## src/rtl/mem_arbiter.sv

```systemverilog
// mem_arbiter
// Shares the 8-bit data memory bank between the CPU datapath (port 0) and the
// DMA/IO loader (port 1). One transaction is in flight at a time:
//   IDLE -> STROBE -> WAIT -> DONE -> IDLE
// The winning request's we/addr/wdata are latched when leaving IDLE. The bank
// is strobed for one cycle. The arbiter then waits WAIT_CYCLES and captures
// mem_rdata. Finally it pulses the winner's ack for one cycle. Every output is
// a register.
//
// Parameters:
//   ADDR_W       address width
//   DATA_W       data width
//   WAIT_CYCLES  cycles from strobe to valid mem_rdata (1..15)
//
// Ports:
//   clock, reset                        system clock, async active-low reset
//   cpu_req/we/addr/wdata -> cpu_ack    CPU requester (port 0)
//   dma_req/we/addr/wdata -> dma_ack    DMA/IO loader (port 1)
//   rdata                               read data, valid in the ack cycle
//   busy                                high whenever the FSM is not idle
//   mem_addr/mem_wdata/mem_we/mem_re    memory bank request side
//   mem_rdata                           memory bank read data
//
// Build option:
//   ARB_RR_EN  defined   -> round-robin arbitration on simultaneous requests
//              undefined -> fixed priority, CPU wins ties
module mem_arbiter #(
    parameter int ADDR_W      = 8,
    parameter int DATA_W      = 8,
    parameter int WAIT_CYCLES = 1
) (
    input  logic              clock,
    input  logic              reset,
    input  logic              cpu_req,
    input  logic              cpu_we,
    input  logic [ADDR_W-1:0] cpu_addr,
    input  logic [DATA_W-1:0] cpu_wdata,
    output logic              cpu_ack,
    input  logic              dma_req,
    input  logic              dma_we,
    input  logic [ADDR_W-1:0] dma_addr,
    input  logic [DATA_W-1:0] dma_wdata,
    output logic              dma_ack,
    output logic [DATA_W-1:0] rdata,
    output logic              busy,
    output logic [ADDR_W-1:0] mem_addr,
    output logic [DATA_W-1:0] mem_wdata,
    output logic              mem_we,
    output logic              mem_re,
    input  logic [DATA_W-1:0] mem_rdata
);

    // The 4-bit wait counter cannot represent anything outside 1..15.
    if (WAIT_CYCLES < 1 || WAIT_CYCLES > 15) begin : g_bad_wait_cycles
        $error("mem_arbiter: WAIT_CYCLES must lie in 1..15");
    end

    typedef enum logic [1:0] {
        S_IDLE,
        S_STROBE,
        S_WAIT,
        S_DONE
    } state_t;

    state_t            state, state_next;
    logic [3:0]        cnt, cnt_next;
    logic              grant_dma, grant_dma_next;
    logic              txn_we, txn_we_next;
    logic              pick_dma;
    logic              cpu_ack_next, dma_ack_next;
    logic [DATA_W-1:0] rdata_next;
    logic              busy_next;
    logic [ADDR_W-1:0] mem_addr_next;
    logic [DATA_W-1:0] mem_wdata_next;
    logic              mem_we_next, mem_re_next;

`ifdef ARB_RR_EN
    // Pointer names the port that wins a tie (0 = CPU). It toggles on every
    // grant, including grants to a lone requester.
    logic rr_ptr;

    always_ff @(posedge clock or negedge reset) begin
        if (!reset) begin
            rr_ptr <= 1'b0;
        end else if (state == S_IDLE && (cpu_req || dma_req)) begin
            rr_ptr <= ~rr_ptr;
        end
    end

    assign pick_dma = dma_req & (~cpu_req | rr_ptr);
`else
    assign pick_dma = dma_req & ~cpu_req;
`endif

    // State and output registers. Reset aborts any transaction immediately.
    always_ff @(posedge clock or negedge reset) begin
        if (!reset) begin
            state     <= S_IDLE;
            cnt       <= '0;
            grant_dma <= 1'b0;
            txn_we    <= 1'b0;
            cpu_ack   <= 1'b0;
            dma_ack   <= 1'b0;
            rdata     <= '0;
            busy      <= 1'b0;
            mem_addr  <= '0;
            mem_wdata <= '0;
            mem_we    <= 1'b0;
            mem_re    <= 1'b0;
        end else begin
            state     <= state_next;
            cnt       <= cnt_next;
            grant_dma <= grant_dma_next;
            txn_we    <= txn_we_next;
            cpu_ack   <= cpu_ack_next;
            dma_ack   <= dma_ack_next;
            rdata     <= rdata_next;
            busy      <= busy_next;
            mem_addr  <= mem_addr_next;
            mem_wdata <= mem_wdata_next;
            mem_we    <= mem_we_next;
            mem_re    <= mem_re_next;
        end
    end

    // Next-state logic. Because outputs are registered, each branch decides
    // what the outputs look like in the state being entered.
    always_comb begin
        state_next     = state;
        cnt_next       = cnt;
        grant_dma_next = grant_dma;
        txn_we_next    = txn_we;
        mem_addr_next  = mem_addr;
        mem_wdata_next = mem_wdata;
        mem_we_next    = 1'b0;
        mem_re_next    = 1'b0;
        cpu_ack_next   = 1'b0;
        dma_ack_next   = 1'b0;
        rdata_next     = '0;

        case (state)
            S_IDLE: begin
                if (cpu_req || dma_req) begin
                    state_next     = S_STROBE;
                    grant_dma_next = pick_dma;
                    txn_we_next    = pick_dma ? dma_we : cpu_we;
                    mem_addr_next  = pick_dma ? dma_addr : cpu_addr;
                    mem_wdata_next = pick_dma ? dma_wdata : cpu_wdata;
                    mem_we_next    = pick_dma ? dma_we : cpu_we;
                    mem_re_next    = pick_dma ? ~dma_we : ~cpu_we;
                end
            end
            S_STROBE: begin
                state_next = S_WAIT;
                cnt_next   = 4'(WAIT_CYCLES);
            end
            S_WAIT: begin
                cnt_next = cnt - 4'd1;
                if (cnt == 4'd1) begin
                    // mem_rdata is valid at this edge. Writes return zero.
                    state_next   = S_DONE;
                    cpu_ack_next = ~grant_dma;
                    dma_ack_next = grant_dma;
                    rdata_next   = txn_we ? '0 : mem_rdata;
                end
            end
            S_DONE: begin
                state_next = S_IDLE;
            end
            default: begin
                state_next = S_IDLE;
            end
        endcase

        busy_next = (state_next != S_IDLE);
    end

endmodule

```

## config.mk

```make
export PLATFORM = sky130hd
export DESIGN_NAME = mem_arbiter
export DESIGN_NICKNAME = d
export VERILOG_FILES = /design/src/rtl/mem_arbiter.sv
export SDC_FILE = /design/constraint.sdc
export NUM_CORES = 1
export LEC_CHECK = 0
export BUFFER_PORTS_ARGS = -buffer_cell sky130_fd_sc_hd__buf_2
export CORE_ASPECT_RATIO = 0.5
export CORE_MARGIN = 2
export CORE_UTILIZATION = 43
export CTS_BUF_LIST = sky130_fd_sc_hd__clkbuf_4
export DETAILED_ROUTE_END_ITERATION = 16
export GPL_TIMING_DRIVEN = 0
export PLACE_DENSITY = 0.78
export RECOVER_POWER = 25
export SETUP_SLACK_MARGIN = 0.5
export SYNTH_ARGS = -nofsm -noshare
export SYNTH_HDL_FRONTEND = slang
export SYNTH_SLANG_ARGS = --single-unit
export TNS_END_PERCENT = 50
```

## constraint.sdc

```tcl
create_clock -name clock -period 1.31 [get_ports clock]
set_clock_uncertainty 0.1 [all_clocks]
set_input_delay 0 -clock clock [delete_from_list [all_inputs] [get_ports clock]]
set_output_delay 0 -clock clock [all_outputs]
set_load 0.005 [all_outputs]
```

; Word level (Yosys, flattened, before mapping)
; Cells that the tools add are included.
[word_totals]
reg_bits = 37
latchBits = 0
mem_bits_rw = 0
mem_bits_ro = 0
output_inout_bits = 29
memories = 0
[classes]
addsub = 1
mul = 0
div_mod_pow = 0
magnitude_cmp = 0
eq_ne = 4
shift = 0
n_mux = 19
bitwise = 5
n_reduce_logical = 5
[op_table]
columns = cell, count
row1 = $mux W8, 5
row2 = $mux W1, 10
row3 = $pmux W2 S4, 1
row4 = $pmux W4 S2, 1
row5 = $eq A2 B2 Y1 const B, 2
row6 = $eq A4 B1 Y1 const B, 1
row7 = $mux W2, 2
row8 = $not A1 Y1, 4
row9 = $reduce_bool A2 Y1, 2
row10 = $sub A4 B1 Y4 const B, 1
row11 = $eq A2 B1 Y1 const B, 1
row12 = $logic_not A2 Y1, 1
row13 = $reduce_and A2 Y1, 1
row14 = $and A1 B1 Y1, 1
row15 = $logic_or A1 B1 Y1, 1

; Depth between registers and ports, before layout
; Gate-level depths: netlist of run 1.
[logic_depth]
depth_word = 5
mapped_depth = 6
depth_no_buf = 5

; Least setup slack after synthesis of run 1
; No wires, ideal clock.
[synth_path]
kind = flip-flop to flip-flop
start = register state[0]
end = register rdata[0]
setup_ps = 66
t_arrival_ps = 1192
required_time_ps = 1144
path_slack_ps = -48
path_stages_with_launch = 6
period_less_slack_ps = 1358
path_cell_list = dfrtp_1 -> inv_1 -> ha_1 -> nand4bb_1 -> nor2_1 -> and2_1
[synth_between]
elab_chain_len = 2
[synth_rtl]
columns = item, line_no
row1 = from (decl), 65  ; state_t state, state_next;
row2 = from (signal assigned), 111  ; state <= state_next;
row3 = $eq A2 B2 Y1, 141  ; case (state)
row4 = $mux W8, 141
row5 = named net rdata_next[0], 71  ; logic [DATA_W-1:0] rdata_next;
row6 = to (signal assigned), 117  ; rdata <= rdata_next;
row7 = to (decl), 44  ; output logic [DATA_W-1:0] rdata,
; The timed path passes the listed nets, and every way through them passes these cells.
; A chain may end at the register's enable or synchronous reset.

; Final worst setup path of run 1
[layout_path]
start = register state[1]
end = register mem_addr[3]
[layout_between]
elab_chain_len = 2
[layout_rtl]
columns = item, line_no
row1 = $logic_not A2 Y1, 141
row2 = $reduce_and A2 Y1 (no source line), --
row3 = to (signal assigned), 119  ; mem_addr <= mem_addr_next;
row4 = to (decl), 46  ; output logic [ADDR_W-1:0] mem_addr,
; No other way between the ends.

==> results.json, run 1 <==
{
  "ys_dominant_reg_cell": "sky130_fd_sc_hd__dfrtp_1",
  "post_synthesis_net_count": 185,
  "detailedRoute.firstIterationViolations": 113,
  "clock_sink_count": 37,
  "grt_setup_unrepaired": "true",
  "clk_path_buf_depth": 2,
  "drt.antenna.violating_nets": 0,
  "postSynthCellCount": 135,
  "synthDominantCellAreaShare": 0.590,
  "dr_drc_count": 0,
  "synth-edff-count": 0,
  "clk_root_buf": "sky130_fd_sc_hd__clkbuf_4",
  "grt_max_degree": 38,
  "synth.distinct_cells": 25,
  "crit_type": "reg -> reg",
  "run_status": "finished, violations left",
  "drive_gt1_frac": 0.539,
  "grt_antenna_before_repair": 0,
  "drv_cap": 0,
  "dieArea_mm2": 0.00418,
  "cp_data_arrival_time_ns": 1.52,
  "postLayoutCoreUtil": 0.822,
  "tritoncts": "yes",
  "timing.slew.headroom": 0.393,
  "firstDrtPassIters": 4,
  "globalRouteOverflowTotal": 0,
  "report.final.slew_viol_count": 0,
  "timing.critical_path.fanout_max": 6,
  "die_w_um": 89.4,
  "synth.yosys.warnings": 0,
  "whs_ns": -0.365,
  "synthesis.area_mm2": 0.00157,
  "critPathRequiredTime_ns": 1.45,
  "gp_congestion": 0.717,
  "placement.setup.worst_slack_ns": -0.0216,
  "final_worst_path_cycle_share": 1.06,
  "die_ht_um": 46.7,
  "clk-insertion-delay-late_ns": 0.34,
  "dp.cells": 260,
  "sequential_cell_area_fraction_in_the_yosys_report": 0.590,
  "failing_checks": "hold timing, setup timing",
  "n_antenna_cell": 0,
  "crit_path_end_kind": "register",
  "yosys-top-cells-area": "sky130_fd_sc_hd__dfrtp_1 (59%), sky130_fd_sc_hd__mux2i_1 (12%), sky130_fd_sc_hd__nand2_1 (4.5%)",
  "synthTopCellsByCount": "sky130_fd_sc_hd__dfrtp_1 (37), sky130_fd_sc_hd__mux2i_1 (19), sky130_fd_sc_hd__nand2_1 (19)",
  "syn_to_final_growth_pct": 82.0,
  "grt.met3_usage": 0.0645,
  "postSynthAreaPerCell_um2": 11.6,
  "grt_pass1_vias": 1619,
  "grt_use_met2": 0.499,
  "power-per-cell-area_mw_per_mm2": 1930,
  "synth.largest_area_cell": "sky130_fd_sc_hd__dfrtp_1",
  "seq_area_um2": 927,
  "holdCritPathClass": "in -> async",
  "route.vias.total": 1649,
  "vdd.ir_drop.worst_v": 0.00135,
  "grt.busiest_layer": "met2",
  "post_drt_via_cell_ratio": 5.15,
  "finalWorstSetupSlack_ns": -0.0773,
  "dp.final_hpwl_mm": 2.53,
  "async_reset_ff_frac": 1.00,
  "clk_pin_slew_worst_paths_ns": 0.14,
  "dpl-instance-area_mm2": 0.00209,
  "htree_num_levels": 2,
  "port-buffer-count": 74,
  "numCtsBuffers": 5,
  "core-area_mm2": 0.00347,
  "leakage_nw": 1.49,
  "worstSetupStartpointType": "register",
  "grt_first_pass_wirelength_mm": 7.77,
  "grt_usage": 0.263,
  "setup_violations": 20,
  "period_needed_ns": 1.39,
  "use_met1": 0.300,
  "initial_utilization": 0.452,
  "synth-seq-cells": 37,
  "area_of_the_multi_input_gates_um2": 832,
  "finalNetCount": 319,
  "cts_hold_buf": 41,
  "num-fill-cells": 135,
  "wl_mm": 6.46,
  "rows": 15,
  "achievable-frequency_mhz": 721,
  "instances_no_fill": 320,
  "avgRoutedWirePerCell_um": 20.2,
  "synth_most_common_cell": "sky130_fd_sc_hd__dfrtp_1",
  "stdcell_area_mm2": 0.00286,
  "pin_count": 75,
  "tightest_slew_ns": 0.911,
  "hold_viol": 40
}
area by class of cell:
class | instances | area share
Buffer | 5 | 0.0250
Sequential cell | 37 | 0.325
Clock inverter | 1 | 0.00131
Tap cell | 51 | 0.0223
Clock buffer | 6 | 0.0158
Multi-Input combinational cell | 87 | 0.291
Inverter | 7 | 0.00920
Timing Repair Buffer | 126 | 0.310
per-layer routing:
metal,up-vias,share of wire
met5,-,0
met4,0,0.036
met3,25,0.063
met2,88,0.51
met1,808,0.39
li1,728,-
sequential cells by signal (all words and copies together), names as in the netlist, 2 cells and up:
register,flops
rdata,8
mem_wdata,8
mem_addr,8
cnt,4
state,2
kinds of logic (layout without fill, tap and decap cells):
family                     count (synthesis)  in the layout  synth area share
and+or+nand+nor                           38             38             0.118
DFF                                       37             37             0.590
AOI/OAI and AO/OA                         24             25            0.0853
muxes                                     20             20             0.128
buffers and inverters                     12            145            0.0463
adders and majority gates                  4              4            0.0319
stage by stage:
stage | setup TNS, ns | power [W]
floorplan | 0 | 0.00296
global placement | 0 | 0.00353
detailed placement | -0.0756 | 0.00363
CTS | -0.0134 | 0.00476
global route | -1.64 | 0.00574
finish | -0.502 | 0.00551
power by group:
part / internal (W) / switching, W / total (W)
registers: 0.00158 / 0.000428 / 0.00201
clock network: 0.000216 / 0.000409 / 0.000625
logic: 0.00144 / 0.00143 / 0.00287
placed cells by master, fill, tap and decap left out, types with 2 or more instances in the layout:
| cell | Yosys | routed |
|---|---|---|
| sky130_fd_sc_hd__buf_2 | 2 | 73 |
| sky130_fd_sc_hd__mux2i_1 | 19 | 19 |
| sky130_fd_sc_hd__dlygate4sd3_1 | 0 | 41 |
| sky130_fd_sc_hd__buf_6 | 1 | 6 |
| sky130_fd_sc_hd__nor2_1 | 4 | 2 |
| sky130_fd_sc_hd__o21ai_4 | 0 | 2 |
| sky130_fd_sc_hd__clkbuf_4 | 0 | 6 |
| sky130_fd_sc_hd__ha_4 | 0 | 4 |
| sky130_fd_sc_hd__inv_2 | 0 | 4 |
| sky130_fd_sc_hd__o21ai_2 | 1 | 12 |
| sky130_fd_sc_hd__a21oi_1 | 2 | 2 |
| sky130_fd_sc_hd__and2_1 | 8 | 5 |
| sky130_fd_sc_hd__inv_1 | 7 | 3 |
| sky130_fd_sc_hd__o21ai_1 | 10 | 6 |
| sky130_fd_sc_hd__buf_4 | 0 | 6 |
| sky130_fd_sc_hd__buf_8 | 0 | 2 |
| sky130_fd_sc_hd__nand2_1 | 19 | 2 |
| sky130_fd_sc_hd__nand2_4 | 0 | 10 |
| sky130_fd_sc_hd__dfrtp_1 | 37 | 36 |
| sky130_fd_sc_hd__and2_4 | 0 | 3 |
| sky130_fd_sc_hd__nand2b_1 | 2 | 2 |
| sky130_fd_sc_hd__nand2_2 | 0 | 7 |
critical path: stages, from the launching register on:
cell	delay, ns
sky130_fd_sc_hd__dfrtp_1	0.43
sky130_fd_sc_hd__inv_2	0.09
sky130_fd_sc_hd__ha_4	0.21
sky130_fd_sc_hd__o21ai_4	0.13
sky130_fd_sc_hd__buf_6	0.16
sky130_fd_sc_hd__nand2_2	0.07
sky130_fd_sc_hd__o21ai_1	0.09
path summary, 6_finish.rpt:
check                      startpoint           to  slack [ns]  cells past startpoint
min reg2reg                 grant_dma      cpu_ack        0.40                      1
min                             reset  mem_addr[5]       -0.37                      1
min in group clock             dma_we       mem_we       -0.12                      3
max in group asynchronous       reset       cnt[0]        0.83                      1
max                          state[1]  mem_addr[3]       -0.08                      6
max reg2reg                  state[1]  mem_addr[3]       -0.08                      6
what timing repair did:
action | 4_1_cts | 5_1_grt
pin swaps | 26 | 8
buffers inserted | 7 | 1
gates resized for setup | 30 | 31
cloned | 4 | 0
hold endpoints to repair | 66 | 41
endpoints found under the setup margin | 66 | 66
(Power assumes the default switching activity.)
==> inputs of run 2 (changes only) <==
SETUP_SLACK_MARGIN = 0.15   (was 0.5)
SLEW_MARGIN = 20   (was not set)
==> results.json, run 2 (synthesis gave the netlist of run 1 again) <==
{
  "power.share.clock": 0.144,
  "dpl-instance-area_mm2": 0.00209,
  "rows": 15,
  "globalRouteOverflowTotal": 0,
  "area_of_the_multi_input_gates_um2": 777,
  "num-fill-cells": 155,
  "tightest_slew_ns": 0.822,
  "pwr-share-seq": 0.343,
  "grt_antenna_before_repair": 0,
  "period_needed_ns": 1.46,
  "clk_root_buf": "sky130_fd_sc_hd__clkbuf_4",
  "grt_first_pass_wirelength_mm": 8.21,
  "clock_sink_count": 37,
  "wl_mm": 7.18,
  "power.share.combinational": 0.513,
  "firstDrtPassIters": 4,
  "detailedRoute.firstIterationViolations": 96,
  "worst-r2r-cell-count": 5,
  "clk_path_buf_depth": 2,
  "final_worst_path_cycle_share": 1.12,
  "most-common-layout-cells": "sky130_fd_sc_hd__buf_2 (64), sky130_fd_sc_hd__dlygate4sd3_1 (45), sky130_fd_sc_hd__dfrtp_1 (37)",
  "power-per-cell-area_mw_per_mm2": 2000,
  "timing.critical_path.fanout_max": 4,
  "numCtsBuffers": 5,
  "timing.setup.tns_ns": -2.34,
  "drt.antenna.violating_nets": 0,
  "cp_data_arrival_time_ns": 1.65,
  "core-area_mm2": 0.00347,
  "dr_wl_met3_um": 697,
  "hold_viol": 0,
  "worstSetupStartpointType": "register",
  "dieArea_mm2": 0.00418,
  "mostFrequentLayoutCell": "sky130_fd_sc_hd__buf_2",
  "n_antenna_cell": 0,
  "met1_length_mm": 2.61,
  "netSwitchingPower_w": 0.00230,
  "post_drt_via_cell_ratio": 5.56,
  "report.final.slew_viol_count": 0,
  "placement.setup.worst_slack_ns": -0.0747,
  "crit_path_end_kind": "register",
  "grt_usage": 0.283,
  "timing.slew.headroom": 0.452,
  "finalWorstSetupSlack_ns": -0.153,
  "vdd.ir_drop.worst_v": 0.00142,
  "sw_frac_of_total": 0.403,
  "leakage_nw": 1.46,
  "drv_cap": 0,
  "tritoncts": "yes",
  "fin_total_pwr_w": 0.00571,
  "route.vias.total": 1807,
  "dr_drc_count": 0,
  "highest_layer": "met4",
  "initial_utilization": 0.452,
  "syn_to_final_growth_pct": 82.1,
  "power.internal_w": 0.00341,
  "port-buffer-count": 74,
  "gp_congestion": 0.724,
  "finalNetCount": 323,
  "clk_pin_slew_worst_paths_ns": 0.11,
  "grt_setup_unrepaired": "true",
  "grt_pass1_vias": 1602,
  "avgRoutedWirePerCell_um": 22.1,
  "seq_area_um2": 926,
  "critPathRequiredTime_ns": 1.49,
  "dp.final_hpwl_mm": 2.41,
  "pin_count": 75,
  "htree_num_levels": 2,
  "setup_violations": 30,
  "achievable-frequency_mhz": 684,
  "grt_max_degree": 38,
  "largestRegisters": "mem_addr (8), mem_wdata (8), rdata (8)",
  "die_w_um": 89.4,
  "holdCritPathClass": "in -> reg",
  "failing_checks": "setup timing",
  "stdcell_area_mm2": 0.00286,
  "crit_type": "reg -> reg",
  "clk-insertion-delay-late_ns": 0.36,
  "met2_wirelength_mm": 3.48,
  "die_ht_um": 46.7,
  "drive_gt1_frac": 0.482,
  "worst_hold_path_depth": 3,
  "run_status": "finished, violations left"
}
run 2: changes by cell type in the layout (fill, tap and decap cells not counted), sizes merged:
| cell | previous run | this run |
|---|---|---|
| buf | 88 | 79 |
| bufinv | 0 | 1 |
| dlygate4sd3 | 41 | 45 |
| clkbuf | 8 | 17 |
run 2: final timing paths:
path	start	to	slack (ns)
setup / recovery	state[0]	busy	-0.15
min in group asynchronous	reset	mem_addr[6]	0.16
setup reg to reg	state[0]	busy	-0.15
hold / removal	dma_req	state[0]	0.08
max in group asynchronous	reset	rdata[7]	0.42
hold reg to reg	mem_wdata[1]	mem_wdata[1]	0.41
run 2: worst max-delay path: stages, from the launching register on:
cell and delay, ns:
sky130_fd_sc_hd__dfrtp_1 0.42, sky130_fd_sc_hd__inv_2 0.12, sky130_fd_sc_hd__ha_4 0.17, sky130_fd_sc_hd__nand4bb_4 0.15
sky130_fd_sc_hd__o211ai_1 0.28, sky130_fd_sc_hd__nand2b_1 0.17
run 2: power groups by stage:
stage	combinational (W)	sequential [W]	clock, W
2_1_floorplan	0.00109	0.00186	0
3_3_place_gp	0.00172	0.00181	0
3_5_place_dp	0.00179	0.00183	0
4_1_cts	0.00233	0.00181	0.000794
5_1_grt	0.00305	0.00197	0.000883
6_report	0.00293	0.00196	0.000821
run 2: layout make-up:
cell class / count / share of cell area
Buffer: 5 / 0.0236
Clock inverter: 2 / 0.0118
Tap cell: 51 / 0.0223
Timing Repair Buffer: 130 / 0.321
Clock buffer: 6 / 0.0158
Multi-Input combinational cell: 87 / 0.272
Inverter: 7 / 0.00919
Sequential cell: 37 / 0.324
run 2: what timing repair did:
item | 4_1_cts | 5_1_grt
resized for setup | 14 | 34
endpoints found under the hold margin | 65 | 0
endpoints found under the setup margin | 32 | 36
setup buffers | 8 | 0
pin swaps | 14 | 11
hold buffers | 45 | 0
cloned | 4 | 0
run 2: per-layer routing:
layer	vias to the layer above	GRT usage
li1	732	-
met1	885	0.340
met3	48	0.0806
met2	142	0.504
met5	-	0
met4	0	0.0985
run 2: metrics by stage:
step / hold WS [ns] / util / instances
floorplan: -0.396 / - / 135
detailed placement: 0.0301 / 0.601 / 260
global placement: 0.0238 / 0.601 / 260
CTS: 0.00272 / 0.797 / 325
global route: 0.0681 / 0.823 / 325
finish: 0.0801 / 0.823 / 325
==> inputs of run 3 (changes only) <==
--- a/config.mk
+++ b/config.mk
@@ -9,9 +9,9 @@
 export CORE_ASPECT_RATIO = 0.5
 export CORE_MARGIN = 2
-export CORE_UTILIZATION = 43
+export CORE_UTILIZATION = 47
 export CTS_BUF_LIST = sky130_fd_sc_hd__clkbuf_4
 export DETAILED_ROUTE_END_ITERATION = 16
 export GPL_TIMING_DRIVEN = 0
-export PLACE_DENSITY = 0.78
+export PLACE_DENSITY = 0.81
 export RECOVER_POWER = 25
 export SETUP_SLACK_MARGIN = 0.15
==> constraint.sdc (replaced) <==
create_clock -name clock -period 1.5 [get_ports clock]
set_clock_uncertainty 0.1 [all_clocks]
set_input_delay 0 -clock clock [delete_from_list [all_inputs] [get_ports clock]]
set_output_delay 0 -clock clock [all_outputs]
set_load 0.1 [all_outputs]
==> results.json, run 3 (synthesis gave the netlist of run 1 again) <==
{
  "drt.antenna.violating_nets": 0,
  "mostFrequentLayoutCell": "sky130_fd_sc_hd__buf_2",
  "grt_max_degree": 38,
  "period_needed_ns": 1.42,
  "timing.critical_path.fanout_max": 7,
  "gp_congestion": 0.733,
  "detailedRoute.firstIterationViolations": 146,
  "holdCritPathClass": "in -> async",
  "pin_count": 75,
  "tightest_slew_ns": 0.907,
  "clk_path_buf_depth": 2,
  "power-per-cell-area_mw_per_mm2": 2360,
  "cp_data_arrival_time_ns": 1.58,
  "num-fill-cells": 132,
  "core-area_mm2": 0.00308,
  "grt_usage": 0.285,
  "initial_utilization": 0.509,
  "achievable-frequency_mhz": 702,
  "sw_frac_of_total": 0.598,
  "hold_viol": 0,
  "clk-insertion-delay-late_ns": 0.36,
  "clk_root_buf": "sky130_fd_sc_hd__clkbuf_4",
  "timing.critical_path.slowest_stage_cell": "sky130_fd_sc_hd__dfrtp_1",
  "wl_mm": 6.03,
  "numCtsBuffers": 5,
  "dr_drc_count": 0,
  "drv_cap": 0,
  "report.final.slew_viol_count": 0,
  "syn_to_final_growth_pct": 74.6,
  "netSwitchingPower_w": 0.00387,
  "htree_num_levels": 2,
  "power.share.combinational": 0.660,
  "firstDrtPassIters": 4,
  "port-buffer-count": 74,
  "grt_setup_unrepaired": "true",
  "clk_pin_slew_worst_paths_ns": 0.13,
  "critPathTopFamily": "flip-flops",
  "most-common-layout-cells": "sky130_fd_sc_hd__buf_2 (73), sky130_fd_sc_hd__dlygate4sd3_1 (45), sky130_fd_sc_hd__dfrtp_1 (37)",
  "largestRegisters": "mem_addr (8), mem_wdata (8), rdata (8)",
  "avgRoutedWirePerCell_um": 19.0,
  "leakage_nw": 1.45,
  "die_ht_um": 44.9,
  "drive_gt1_frac": 0.430,
  "n_antenna_cell": 0,
  "clock_sink_count": 37,
  "critPathRequiredTime_ns": 1.65,
  "grt_antenna_before_repair": 0,
  "pwr-share-seq": 0.253,
  "cpPeakStageDelay_ns": 0.40,
  "dieArea_mm2": 0.00384,
  "finalNetCount": 326,
  "critical_path.cell_chain": "inv_2 -> ha_4 -> o21ai_4 -> o211ai_1 -> nand2b_1",
  "route.vias.total": 1726,
  "grt_pass1_vias": 1598,
  "timing.setup.tns_ns": 0,
  "worst_r2r_endpoint": "busy",
  "worstSetupStartpointType": "register",
  "globalRouteOverflowTotal": 0,
  "worst-r2r-cell-count": 5,
  "final_worst_path_cycle_share": 0.950,
  "worst-r2r-setup-slack_ns": 0.08,
  "worstSetupPathDepth": 5,
  "die_w_um": 85.7,
  "worst-path-buf-inv": 1,
  "dp.final_hpwl_mm": 2.40,
  "timing.critical_path.to": "busy",
  "post_drt_via_cell_ratio": 5.44,
  "rows": 14,
  "crit_path_end_kind": "register",
  "whs_ns": 0.189,
  "r2r-start": "state[0]",
  "timing.slew.headroom": 0.396,
  "power.share.clock": 0.086,
  "run_status": "complete, no violations",
  "crit_type": "reg -> reg",
  "grt_first_pass_wirelength_mm": 7.93,
  "setup_violations": 0,
  "vdd.ir_drop.worst_v": 0.00174,
  "power.internal_w": 0.00260,
  "startpoint": "state[0]",
  "tritoncts": "yes"
}
-- run 3: changes by cell type in the layout (fill, tap and decap cells not counted), moves of 6 or more --
cell,previous run,this run
sky130_fd_sc_hd__o21ai_1,5,12
sky130_fd_sc_hd__o21ai_2,12,2
sky130_fd_sc_hd__nand2_1,6,15
sky130_fd_sc_hd__clkbuf_1,10,0
sky130_fd_sc_hd__buf_2,64,73
sky130_fd_sc_hd__buf_4,6,12
-- run 3: timing repair --
item	4_1_cts	5_1_grt
gates cloned	0	3
pin swaps	3	3
hold endpoints to repair	66	0
endpoints found under the setup margin	29	32
gates resized for setup	16	19
hold buffers	45	0
buffers inserted	2	10
-- run 3: routing by layer --
metal  routed length [µm]  share of wire  up-vias  global-route usage
li1                     -              -      737                   -
met1                 2350           0.39      848               0.345
met2                 3050           0.51      113               0.516
met3                  414          0.069       28              0.0731
met4                  204          0.034        0              0.0952
met5                    0              0        -                   0
-- run 3: through the flow --
stage          setup WS [ns]   util  power, W  cells  area (µm²)
3_3_place_gp         -0.0141  0.646   0.00498    249        1990
3_5_place_dp         -0.0320  0.646   0.00505    249        1990
5_1_grt              -0.0132  0.888   0.00668    317        2740
2_1_floorplan          0.190      -   0.00444    135        1570
4_1_cts                0.151  0.840   0.00592    304        2590
6_report              0.0755  0.888   0.00646    317        2740
-- run 3: final cells by class --
cell class	instances	area [µm²]	share of cell area
buffer	5	68.8	0.0251
sequential	37	926	0.338
clock buffer	5	37.5	0.0137
timing repair buffer	133	930	0.339
inverter	7	26.3	0.00959
multi-input combinational	87	683	0.249
clock inverter	3	17.5	0.00640
tap	40	50.0	0.0183
-- run 3: worst min-delay path by stage --
stage | to | slack, ns | cells after the start
2_1_floorplan | busy | -0.40 | 0
3_3_place_gp | state[1] | 0.03 | 1
3_5_place_dp | state[1] | 0.04 | 1
4_1_cts | state[1] | 0.20 | 2
5_1_grt | mem_re | 0.25 | 2
6_report | mem_wdata[7] | 0.19 | 2
-- run 3: power by group through the flow --
| stage | registers [W] | clock network (W) | logic, W |
|---|---|---|---|
| final | 0.00164 | 0.000558 | 0.00427 |
| after global routing | 0.00167 | 0.000608 | 0.00440 |
| after CTS | 0.00157 | 0.000532 | 0.00381 |
| after detailed placement | 0.00158 | 0 | 0.00347 |
| after global placement | 0.00156 | 0 | 0.00342 |
| after floorplan | 0.00371 | 0 | 0.000731 |
